$ cat config.mk
export PLATFORM = sky130hd
export DESIGN_NAME = mem_rr_arbiter
export DESIGN_NICKNAME = d
export VERILOG_FILES = /design/src/rtl/mem_rr_arbiter.sv
export SDC_FILE = /design/constraint.sdc
export NUM_CORES = 1
export LEC_CHECK = 0
export CORE_ASPECT_RATIO = 2
export CORE_MARGIN = 8
export CORE_UTILIZATION = 42
export DETAILED_ROUTE_END_ITERATION = 10
export PLACE_DENSITY_LB_ADDON = 0.15
export SYNTH_ARGS = -nofsm -noshare
export SYNTH_HDL_FRONTEND = slang
export SYNTH_SLANG_ARGS = --single-unit
$ cat constraint.sdc
create_clock -name clk -period 2.7 [get_ports clk]
set_input_delay 0.54 -clock clk [delete_from_list [all_inputs] [get_ports clk]]
set_output_delay 0.54 -clock clk [all_outputs]
set_load 0.02 [all_outputs]
$ cat src/rtl/mem_rr_arbiter.sv
// mem_rr_arbiter: round-robin arbiter that lets NUM_CONSUMERS requesters share
// one memory read/write channel. One transaction is in flight at a time.
//
// Handshake: a consumer asserts *_valid and holds it, with its address and
// data stable, until it sees a one-cycle *_ready pulse. The transaction is
// then retired once the consumer drops that valid. Toward memory, the arbiter
// holds mem_*_valid with stable address/data until mem_*_ready is sampled
// high, or until the wait counter expires.
module mem_rr_arbiter #(
  parameter int ADDR_BITS      = 8,
  parameter int DATA_BITS      = 16,
  parameter int NUM_CONSUMERS  = 4,
  parameter int WRITE_ENABLE   = 1,
  parameter int TIMEOUT_CYCLES = 255
) (
  input  logic                                 clk,
  input  logic                                 reset,
  input  logic [NUM_CONSUMERS-1:0]             consumer_read_valid,
  input  logic [NUM_CONSUMERS*ADDR_BITS-1:0]   consumer_read_address,
  output logic [NUM_CONSUMERS-1:0]             consumer_read_ready,
  output logic [NUM_CONSUMERS*DATA_BITS-1:0]   consumer_read_data,
  input  logic [NUM_CONSUMERS-1:0]             consumer_write_valid,
  input  logic [NUM_CONSUMERS*ADDR_BITS-1:0]   consumer_write_address,
  input  logic [NUM_CONSUMERS*DATA_BITS-1:0]   consumer_write_data,
  output logic [NUM_CONSUMERS-1:0]             consumer_write_ready,
  output logic                                 mem_read_valid,
  output logic [ADDR_BITS-1:0]                 mem_read_address,
  input  logic                                 mem_read_ready,
  input  logic [DATA_BITS-1:0]                 mem_read_data,
  output logic                                 mem_write_valid,
  output logic [ADDR_BITS-1:0]                 mem_write_address,
  output logic [DATA_BITS-1:0]                 mem_write_data,
  input  logic                                 mem_write_ready,
  output logic [$clog2(NUM_CONSUMERS)-1:0]     grant_id,
  output logic                                 busy,
  output logic                                 timeout_err,
  output logic [1:0]                           dbg_state
);

  localparam int GW = $clog2(NUM_CONSUMERS);

  typedef enum logic [1:0] {
    S_IDLE       = 2'd0,
    S_READ_WAIT  = 2'd1,
    S_WRITE_WAIT = 2'd2,
    S_RELAY      = 2'd3
  } state_t;

  state_t                 r_state;
  logic [GW-1:0]          r_last_grant;
  logic [GW-1:0]          r_grant_id;
  logic                   r_op_write;
  logic [7:0]             r_wait_cnt;
  logic                   r_busy;
  logic                   r_timeout_err;
  logic                   r_mem_read_valid;
  logic [ADDR_BITS-1:0]   r_mem_read_address;
  logic                   r_mem_write_valid;
  logic [ADDR_BITS-1:0]   r_mem_write_address;
  logic [DATA_BITS-1:0]   r_mem_write_data;
  logic [NUM_CONSUMERS-1:0] r_read_ready;
  logic [NUM_CONSUMERS-1:0] r_write_ready;
  logic [DATA_BITS-1:0]   r_read_data [NUM_CONSUMERS];

  logic [NUM_CONSUMERS-1:0] w_req;
  logic                     w_req_any;
  logic [GW-1:0]            w_sel;
  logic [7:0]               w_wait_next;
  logic                     w_wait_expired;
  logic                     w_served_valid;

  assign w_req          = consumer_read_valid | consumer_write_valid;
  assign w_wait_next    = r_wait_cnt + 8'd1;
  assign w_wait_expired = (w_wait_next == 8'(TIMEOUT_CYCLES));
  assign w_served_valid = r_op_write ? consumer_write_valid[r_grant_id]
                                     : consumer_read_valid[r_grant_id];

  // Round-robin pick: first requester at or after last_grant+1 (wrapping).
  // Iterating from the farthest offset down lets the nearest one win.
  always_comb begin
    logic [GW-1:0] v_idx;
    w_req_any = 1'b0;
    w_sel     = '0;
    v_idx     = '0;
    for (int k = NUM_CONSUMERS - 1; k >= 0; k--) begin
      v_idx = GW'((int'(r_last_grant) + 1 + k) % NUM_CONSUMERS);
      if (w_req[v_idx]) begin
        w_req_any = 1'b1;
        w_sel     = v_idx;
      end
    end
  end

  // Arbiter FSM; every output is a register updated here.
  always_ff @(posedge clk or negedge reset) begin
    if (!reset) begin
      r_state             <= S_IDLE;
      r_last_grant        <= GW'(NUM_CONSUMERS - 1);
      r_grant_id          <= '0;
      r_op_write          <= 1'b0;
      r_wait_cnt          <= '0;
      r_busy              <= 1'b0;
      r_timeout_err       <= 1'b0;
      r_mem_read_valid    <= 1'b0;
      r_mem_read_address  <= '0;
      r_mem_write_valid   <= 1'b0;
      r_mem_write_address <= '0;
      r_mem_write_data    <= '0;
      r_read_ready        <= '0;
      r_write_ready       <= '0;
      for (int i = 0; i < NUM_CONSUMERS; i++) r_read_data[i] <= '0;
    end else begin
      // Done pulses last exactly one cycle unless re-asserted below.
      r_read_ready  <= '0;
      r_write_ready <= '0;
      case (r_state)
        S_IDLE: begin
          if (w_req_any) begin
            r_grant_id   <= w_sel;
            r_last_grant <= w_sel;
            r_wait_cnt   <= '0;
            r_busy       <= 1'b1;
            if (consumer_read_valid[w_sel]) begin
              // Read wins over a simultaneous write from the same consumer.
              r_op_write         <= 1'b0;
              r_mem_read_valid   <= 1'b1;
              r_mem_read_address <= consumer_read_address[w_sel*ADDR_BITS +: ADDR_BITS];
              r_state            <= S_READ_WAIT;
            end else begin
              r_op_write <= 1'b1;
              if (WRITE_ENABLE != 0) begin
                r_mem_write_valid   <= 1'b1;
                r_mem_write_address <= consumer_write_address[w_sel*ADDR_BITS +: ADDR_BITS];
                r_mem_write_data    <= consumer_write_data[w_sel*DATA_BITS +: DATA_BITS];
                r_state             <= S_WRITE_WAIT;
              end else begin
                // Read-only channel: acknowledge and drop the write.
                r_write_ready[w_sel] <= 1'b1;
                r_state              <= S_RELAY;
              end
            end
          end
        end
        S_READ_WAIT: begin
          if (mem_read_ready) begin
            r_mem_read_valid        <= 1'b0;
            r_read_data[r_grant_id] <= mem_read_data;
            r_read_ready[r_grant_id] <= 1'b1;
            r_state                 <= S_RELAY;
          end else if (w_wait_expired) begin
            r_mem_read_valid         <= 1'b0;
            r_read_data[r_grant_id]  <= '0;
            r_read_ready[r_grant_id] <= 1'b1;
            r_timeout_err            <= 1'b1;
            r_wait_cnt               <= w_wait_next;
            r_state                  <= S_RELAY;
          end else begin
            r_wait_cnt <= w_wait_next;
          end
        end
        S_WRITE_WAIT: begin
          if (mem_write_ready) begin
            r_mem_write_valid         <= 1'b0;
            r_write_ready[r_grant_id] <= 1'b1;
            r_state                   <= S_RELAY;
          end else if (w_wait_expired) begin
            r_mem_write_valid         <= 1'b0;
            r_write_ready[r_grant_id] <= 1'b1;
            r_timeout_err             <= 1'b1;
            r_wait_cnt                <= w_wait_next;
            r_state                   <= S_RELAY;
          end else begin
            r_wait_cnt <= w_wait_next;
          end
        end
        S_RELAY: begin
          // Hold until the served consumer withdraws the granted request.
          if (!w_served_valid) begin
            r_busy  <= 1'b0;
            r_state <= S_IDLE;
          end
        end
        default: begin
          r_busy  <= 1'b0;
          r_state <= S_IDLE;
        end
      endcase
    end
  end

  // Flatten per-consumer read data onto the packed output bus.
  for (genvar g = 0; g < NUM_CONSUMERS; g++) begin : g_rdata
    assign consumer_read_data[g*DATA_BITS +: DATA_BITS] = r_read_data[g];
  end

  assign consumer_read_ready  = r_read_ready;
  assign consumer_write_ready = r_write_ready;
  assign mem_read_valid       = r_mem_read_valid;
  assign mem_read_address     = r_mem_read_address;
  assign mem_write_valid      = r_mem_write_valid;
  assign mem_write_address    = r_mem_write_address;
  assign mem_write_data       = r_mem_write_data;
  assign grant_id             = r_grant_id;
  assign busy                 = r_busy;
  assign timeout_err          = r_timeout_err;
  assign dbg_state            = r_state;

endmodule
==> results of run 1 <==
==> per-layer routing <==
layer | part of all wire [%] | vias up | global-route usage, % | wire length [µm]
met5 | 0 | - | 0 | 0
met4 | 1.1 | 0 | 6.037 | 235
met3 | 6.9 | 14 | 6.589 | 1498
met2 | 53 | 187 | 40.10 | 11560
met1 | 39 | 2826 | 26.79 | 8407
li1 | - | 2733 | - | -
==> area by class of cell <==
class / instances / area [µm²]
Tap cell: 192 / 240.2
Sequential cell: 123 / 3080
Inverter: 12 / 45.04
Clock inverter: 15 / 147.6
Multi-Input combinational cell: 423 / 2744
Timing Repair Buffer: 312 / 3108
Clock buffer: 17 / 425.4
Fill cell: 1191 / 4405
==> state kept, by name (all words and copies together) (netlist names), 2 cells and up <==
signal / flops
consumer_read_data: 64
mem_write_data: 16
grant_id: 2
r_last_grant: 2
consumer_read_ready: 4
mem_write_address: 8
dbg_state: 2
r_wait_cnt: 8
consumer_write_ready: 4
mem_read_address: 8
==> cell usage in the layout (no fill, tap or decap), drive strengths merged, types with 5 or more instances in the layout <==
| master | n |
|---|---|
| clkdlybuf4s50 | 266 |
| dfrtp | 121 |
| nand2 | 108 |
| o21ai | 79 |
| mux2i | 57 |
| buf | 46 |
| nand3 | 29 |
| nor2 | 27 |
| o221ai | 24 |
| inv | 22 |
| clkbuf | 17 |
| mux2 | 9 |
| a221o | 9 |
| ha | 8 |
| nand2b | 7 |
| and2 | 6 |
| o211ai | 5 |
==> cell usage after synthesis (all sizes together), types with 8 or more instances <==
cell	instances	area (µm²)
inv	12	45.04
nand3	29	145.1
mux2i	57	570.6
a221o	9	90.09
o221ai	24	210.2
dfrtp	121	3028
nand2	108	405.4
o21ai	79	395.4
clkbuf	25	93.84
mux2	9	101.4
buf	16	78.82
nor2	27	101.4
ha	8	100.1
==> worst max-delay path, delay by kind of cell <==
family,cells,cell delay (ps)
muxes,1,340
AOI/OAI and AO/OA,4,1230
buffers and inverters,2,680
==> final timing paths <==
path	startpoint	endpoint	slack, ps
setup / recovery	consumer_read_valid[0]	mem_read_address[7]$_DFFE_PN0P_	190
hold / removal	reset	consumer_read_data[39]$_DFFE_PN0P_	140
setup reg to reg	r_wait_cnt[1]$_DFFE_PN0P_	consumer_read_data[13]$_DFFE_PN0P_	200
hold reg to reg	timeout_err$_DFFE_PN0P_	timeout_err$_DFFE_PN0P_	470
max in group asynchronous	reset	consumer_read_data[50]$_DFFE_PN0P_	1910
min in group clk	timeout_err$_DFFE_PN0P_	timeout_err$_DFFE_PN0P_	470
==> kinds of logic (layout without fill, tap and decap cells) <==
kind of cell,after synthesis,after routing,share of synthesized area [%]
flops,123,123,51.25
compound gates,148,148,16.99
xor+xnor,1,1,0.1457
simple gates,198,198,14.40
buf+inv,53,356,3.622
fa+ha+maj,8,8,1.665
mux,68,68,11.93
==> stage by stage <==
stage | setup TNS, ps | instance area [µm²] | total power, µW | utilization [%] | instances
6_report | 0 | 9791 | 11480 | 68.97 | 1094
5_1_grt | -22.33 | 9791 | 12170 | 68.97 | 1094
4_1_cts | 0 | 9782 | 11600 | 68.91 | 1094
3_5_place_dp | -4021 | 9209 | 9367 | 64.87 | 1062
3_3_place_gp | -2406 | 9209 | 9213 | 64.87 | 1062
2_1_floorplan | 0 | 6011 | 6438 | - | 599
==> power groups by stage <==
stage	sequential [µW]	clock [µW]	combinational [µW]
after floorplan	3980	0	2460
after global placement	3200	0	6010
after detailed placement	3230	0	6140
after CTS	3210	2230	6160
after global routing	3310	2320	6540
final	3200	2190	6080
==> flow_metrics.env, run 1 <==
export IMPL_clkPwrFrac_pct=19.1
export IMPL_hold_viol=0
export IMPL_pre_cts_slack_ps=-198.3
export IMPL_hold_class="input port to asynchronous set/reset pin"
export IMPL_antenna_found_initial=0
export IMPL_antenna_cells=0
export IMPL_setup_viol=0
export IMPL_final_layout_size_suffix_gt1_share_pct=11.42
export IMPL_core_area_um2=14200
export IMPL_ios=268
export IMPL_crit_path_max_incr_delay_ps=460
export IMPL_htree_levels=4
export IMPL_numCtsBuffers=17
export IMPL_slew_viol_final=0
export IMPL_clk_path_buf_depth=2
export IMPL_finalNetCount=1053
export IMPL_cts_clk_slew_worst_paths_ps=70
export IMPL_synth_cell_types=49
export IMPL_synth_flop_cell="dfrtp_1"
export IMPL_post_route_period_util_pct=92.91
export IMPL_fp_dieH_um=185.2
export IMPL_dp_hpwl_um=16790
export IMPL_max_freq_mhz=398.6
export IMPL_synth_fp_nets=763
export IMPL_synth_area_um2=6011
export IMPL_comb_power_share_pct=53.0
export IMPL_dieArea_um2=18630
export IMPL_grt_pass1_wl_um=32830
export IMPL_die_width_um=100.6
export IMPL_wl_um=21700
export IMPL_drtAntennaViolNets=0
export IMPL_vias=5760
export IMPL_synth_cells=599
export IMPL_cts_tree="built"
export IMPL_rsz0062_at_grt="true"
export IMPL_cts_hold_buf=0
export IMPL_swShare_pct=40.83
export IMPL_grt_remaining_overflow=0
export IMPL_grt_total_usage_pct=23.06
export IMPL_period_needed_ps=2508
export IMPL_slowest_stage="clkdlybuf4s50_1"
export IMPL_power_leakage_uw=0.004384
export IMPL_seq_area_frac_synth_pct=51.25
export IMPL_avgViaCountPerCell=5.265
export IMPL_worst_ep_arrival_time_ps=2800
export IMPL_relSlewSlack_pct=41.90
export IMPL_crit_type="input port to register"
export IMPL_syn2layout_area_growth_pct=62.89
export IMPL_yosys_warnings=0
export IMPL_worst_slack_ps=191.5
export IMPL_cts_root_buf="clkbuf_16"
export IMPL_grt_max_degree=49
export IMPL_cts_num_sinks=123
export IMPL_start_util_pct=42.34
export IMPL_crit_fanout=19
export IMPL_holdWs_ps=141.8
export IMPL_switching_power_uw=4688
export IMPL_firstDrtPassIters=5
export IMPL_fin_skew_ps=16.17
export IMPL_port_buffers=267
export IMPL_wl_per_cell_um=19.83
export IMPL_grt_pass1_vias=5822
export IMPL_gp_congestion=0.8571
export IMPL_post_cts_buffers=0
export IMPL_async_reset_ff_share_pct=100.0
export IMPL_intPower_uw=6792
export IMPL_power_density_nw_per_um2=1173
export IMPL_worst_slew_pin_slew_ps=868.9
export IMPL_synth_edf_count=0
export IMPL_clk_latency_ps=410
export IMPL_avgSynthCellArea_um2=10.03
export IMPL_worstPathCellList="clkdlybuf4s50_1, o41ai_1, o31ai_1, a221oi_4, buf_12, mux2_2, a221o_1"
export IMPL_vdd_drop_max_uv=680.4
export IMPL_required_ps=2990
export IMPL_critPathLaunchType="input port"
export IMPL_ys_seq_elements=123
export IMPL_pwr_share_seq_pct=27.9
export IMPL_reg2reg_depth=8
export IMPL_status="finished, final reports clean"
export IMPL_cts_resized=0
export IMPL_drcViolationCount=0
export IMPL_drt_iter0_drc=169
export IMPL_maxCapViolations=0
export IMPL_num_rows=62
export IMPL_end_kind="register"
No activity file was read; power rests on OpenSTA's default activity.
==> inputs of run 2 (changes only) <==
--- a/config.mk
+++ b/config.mk
@@ -5,9 +5,11 @@
 export SDC_FILE = /design/constraint.sdc
 export NUM_CORES = 1
 export LEC_CHECK = 0
+export CELL_PAD_IN_SITES_DETAIL_PLACEMENT = 1
+export CELL_PAD_IN_SITES_GLOBAL_PLACEMENT = 1
 export CORE_ASPECT_RATIO = 2
 export CORE_MARGIN = 8
-export CORE_UTILIZATION = 42
+export CORE_UTILIZATION = 31
 export DETAILED_ROUTE_END_ITERATION = 10
 export PLACE_DENSITY_LB_ADDON = 0.15
 export SYNTH_ARGS = -nofsm -noshare
==> flow_metrics.env, run 2 (synthesis gave the netlist of run 1 again) <==
export IMPL_status="finished, final reports clean"
export IMPL_worst_slew_pin_slew_ps=632.1
export IMPL_r2r_slack_ps=240
export IMPL_htree_levels=4
export IMPL_worstPathCellList="clkdlybuf4s50_1, o41ai_1, o31ai_1, a221oi_4, buf_4, mux2_2, a221o_1"
export IMPL_drt_iter0_drc=129
export IMPL_maxCapViolations=0
export IMPL_most_common_layout_cells="266 x clkdlybuf4s50_1, 121 x dfrtp_1, 108 x nand2_1, 77 x o21ai_0, 57 x mux2i_1"
export IMPL_drtAntennaViolNets=0
export IMPL_die_width_um=114.5
export IMPL_power_leakage_uw=0.004416
export IMPL_slew_viol_final=0
export IMPL_crit_fanout=7
export IMPL_drcViolationCount=0
export IMPL_syn2layout_area_growth_pct=65.59
export IMPL_fp_dieH_um=212.9
export IMPL_holdWs_ps=115.8
export IMPL_hold_class="input port to asynchronous set/reset pin"
export IMPL_cts_tree="built"
export IMPL_pre_cts_slack_ps=-252.9
export IMPL_cts_hold_buf=0
export IMPL_clk_path_buf_depth=2
export IMPL_start_util_pct=31.32
export IMPL_critPathLaunchType="input port"
export IMPL_gp_congestion=0.8068
export IMPL_crit_type="input port to register"
export IMPL_rsz0062_at_grt="false"
export IMPL_numCtsBuffers=17
export IMPL_antenna_found_initial=2
export IMPL_relSlewSlack_pct=57.76
export IMPL_worst_ep_arrival_time_ps=2830
export IMPL_post_cts_buffers=0
export IMPL_setup_viol=0
export IMPL_power_density_nw_per_um2=1212
export IMPL_dp_hpwl_um=19890
export IMPL_fillers=2142
export IMPL_required_ps=2990
export IMPL_grt_max_degree=60
export IMPL_core_area_um2=19190
export IMPL_clk_latency_ps=420
export IMPL_crit_buf_inv=2
export IMPL_finalPower_uw=12070
export IMPL_mostFrequentLayoutCell="clkdlybuf4s50_1"
export IMPL_worst_slack_ps=160.8
export IMPL_vias=5807
export IMPL_crit_path_max_incr_delay_ps=440
export IMPL_final_area_um2=9953
export IMPL_utilization_pct=51.87
export IMPL_cts_num_sinks=123
export IMPL_ios=268
export IMPL_grt_pass1_wl_um=38190
export IMPL_period_needed_ps=2539
export IMPL_num_rows=72
export IMPL_firstDrtPassIters=4
export IMPL_end_kind="register"
export IMPL_cts_root_buf="clkbuf_16"
export IMPL_fin_skew_ps=13.03
export IMPL_finalNetCount=1053
export IMPL_final_layout_size_suffix_gt1_share_pct=11.42
export IMPL_post_route_period_util_pct=94.04
export IMPL_wl_per_cell_um=21.49
export IMPL_wl_um=24990
export IMPL_hold_viol=0
export IMPL_port_buffers=267
export IMPL_dpl_cell_area_um2=9255
export IMPL_grt_total_usage_pct=20.64
export IMPL_slowest_stage="clkdlybuf4s50_1"
export IMPL_max_freq_mhz=393.8
export IMPL_crit_family="compound AO/OA/AOI/OAI gates"
export IMPL_vdd_drop_max_uv=455.0
export IMPL_avgViaCountPerCell=4.993
export IMPL_grt_pass1_vias=6713
export IMPL_dieArea_um2=24370
export IMPL_cts_clk_slew_worst_paths_ps=60
export IMPL_largest_register_ffs=64
export IMPL_grt_remaining_overflow=0
-- run 2: cell types whose count changed in the layout (fill, tap and decap cells not counted), sizes merged --
cell      delta
inv          -7
bufinv       +5
clkbuf       +3
diode        +2
clkinvlp     -1
-- run 2: through the flow --
step | instances | TNS, ps
finish | 1163 | 0
detailed placement | 1129 | -5700
floorplan | 599 | 0
global route | 1163 | 0
CTS | 1161 | 0
global placement | 1129 | -5023
-- run 2: timing repair --
item / in CTS / in global routing
resized for setup: 0 / 3
hold endpoints to repair: 0 / 0
endpoints found under the setup margin: 0 / 28
-- run 2: path summary, 6_finish.rpt --
path	from	endpoint	depth (start not counted)
max	consumer_write_valid[0]	mem_read_address[2]$_DFFE_PN0P_	7
min	reset	consumer_read_data[21]$_DFFE_PN0P_	1
max reg2reg	r_last_grant[1]$_DFFE_PN1N_	mem_read_address[2]$_DFFE_PN0P_	6
min reg2reg	consumer_read_data[12]$_DFFE_PN0P_	consumer_read_data[12]$_DFFE_PN0P_	2
max in group asynchronous	reset	r_last_grant[0]$_DFFE_PN1N_	2
min in group clk	consumer_read_data[12]$_DFFE_PN0P_	consumer_read_data[12]$_DFFE_PN0P_	2
-- run 2: power breakdown --
part	leakage [µW]	internal, µW	switching [µW]
clock	0.000324	1730	899
combinational	0.00254	2910	3300
sequential	0.00156	2650	580
total	0.00442	7290	4780
-- run 2: cell type report --
type | instances | area [µm²] | area share, %
Sequential cell | 123 | 3080 | 30.95
Clock buffer | 20 | 466.7 | 4.689
Inverter | 12 | 45.04 | 0.4525
Multi-Input combinational cell | 423 | 2753 | 27.66
Timing Repair Buffer | 312 | 3070 | 30.85
Antenna cell | 2 | 5.005 | 0.05028
Tap cell | 259 | 324.1 | 3.256
Clock inverter | 12 | 209.0 | 2.099
-- run 2: worst register-to-register path: stages (launching register included) --
cell      delay, ps
dfstp_2         660
o21ai_0         230
buf_4           200
a221oi_4        330
buf_4           240
mux2_2          360
a221o_1         300
-- run 2: routing by layer --
metal  track usage [%]  share of wire, %  up-vias
li1                  -                 -     2725
met1             19.04                34     2859
met4             8.645               2.9        0
met2             40.44                57      190
met3             5.779               5.7       33
met5                 0                 0        -
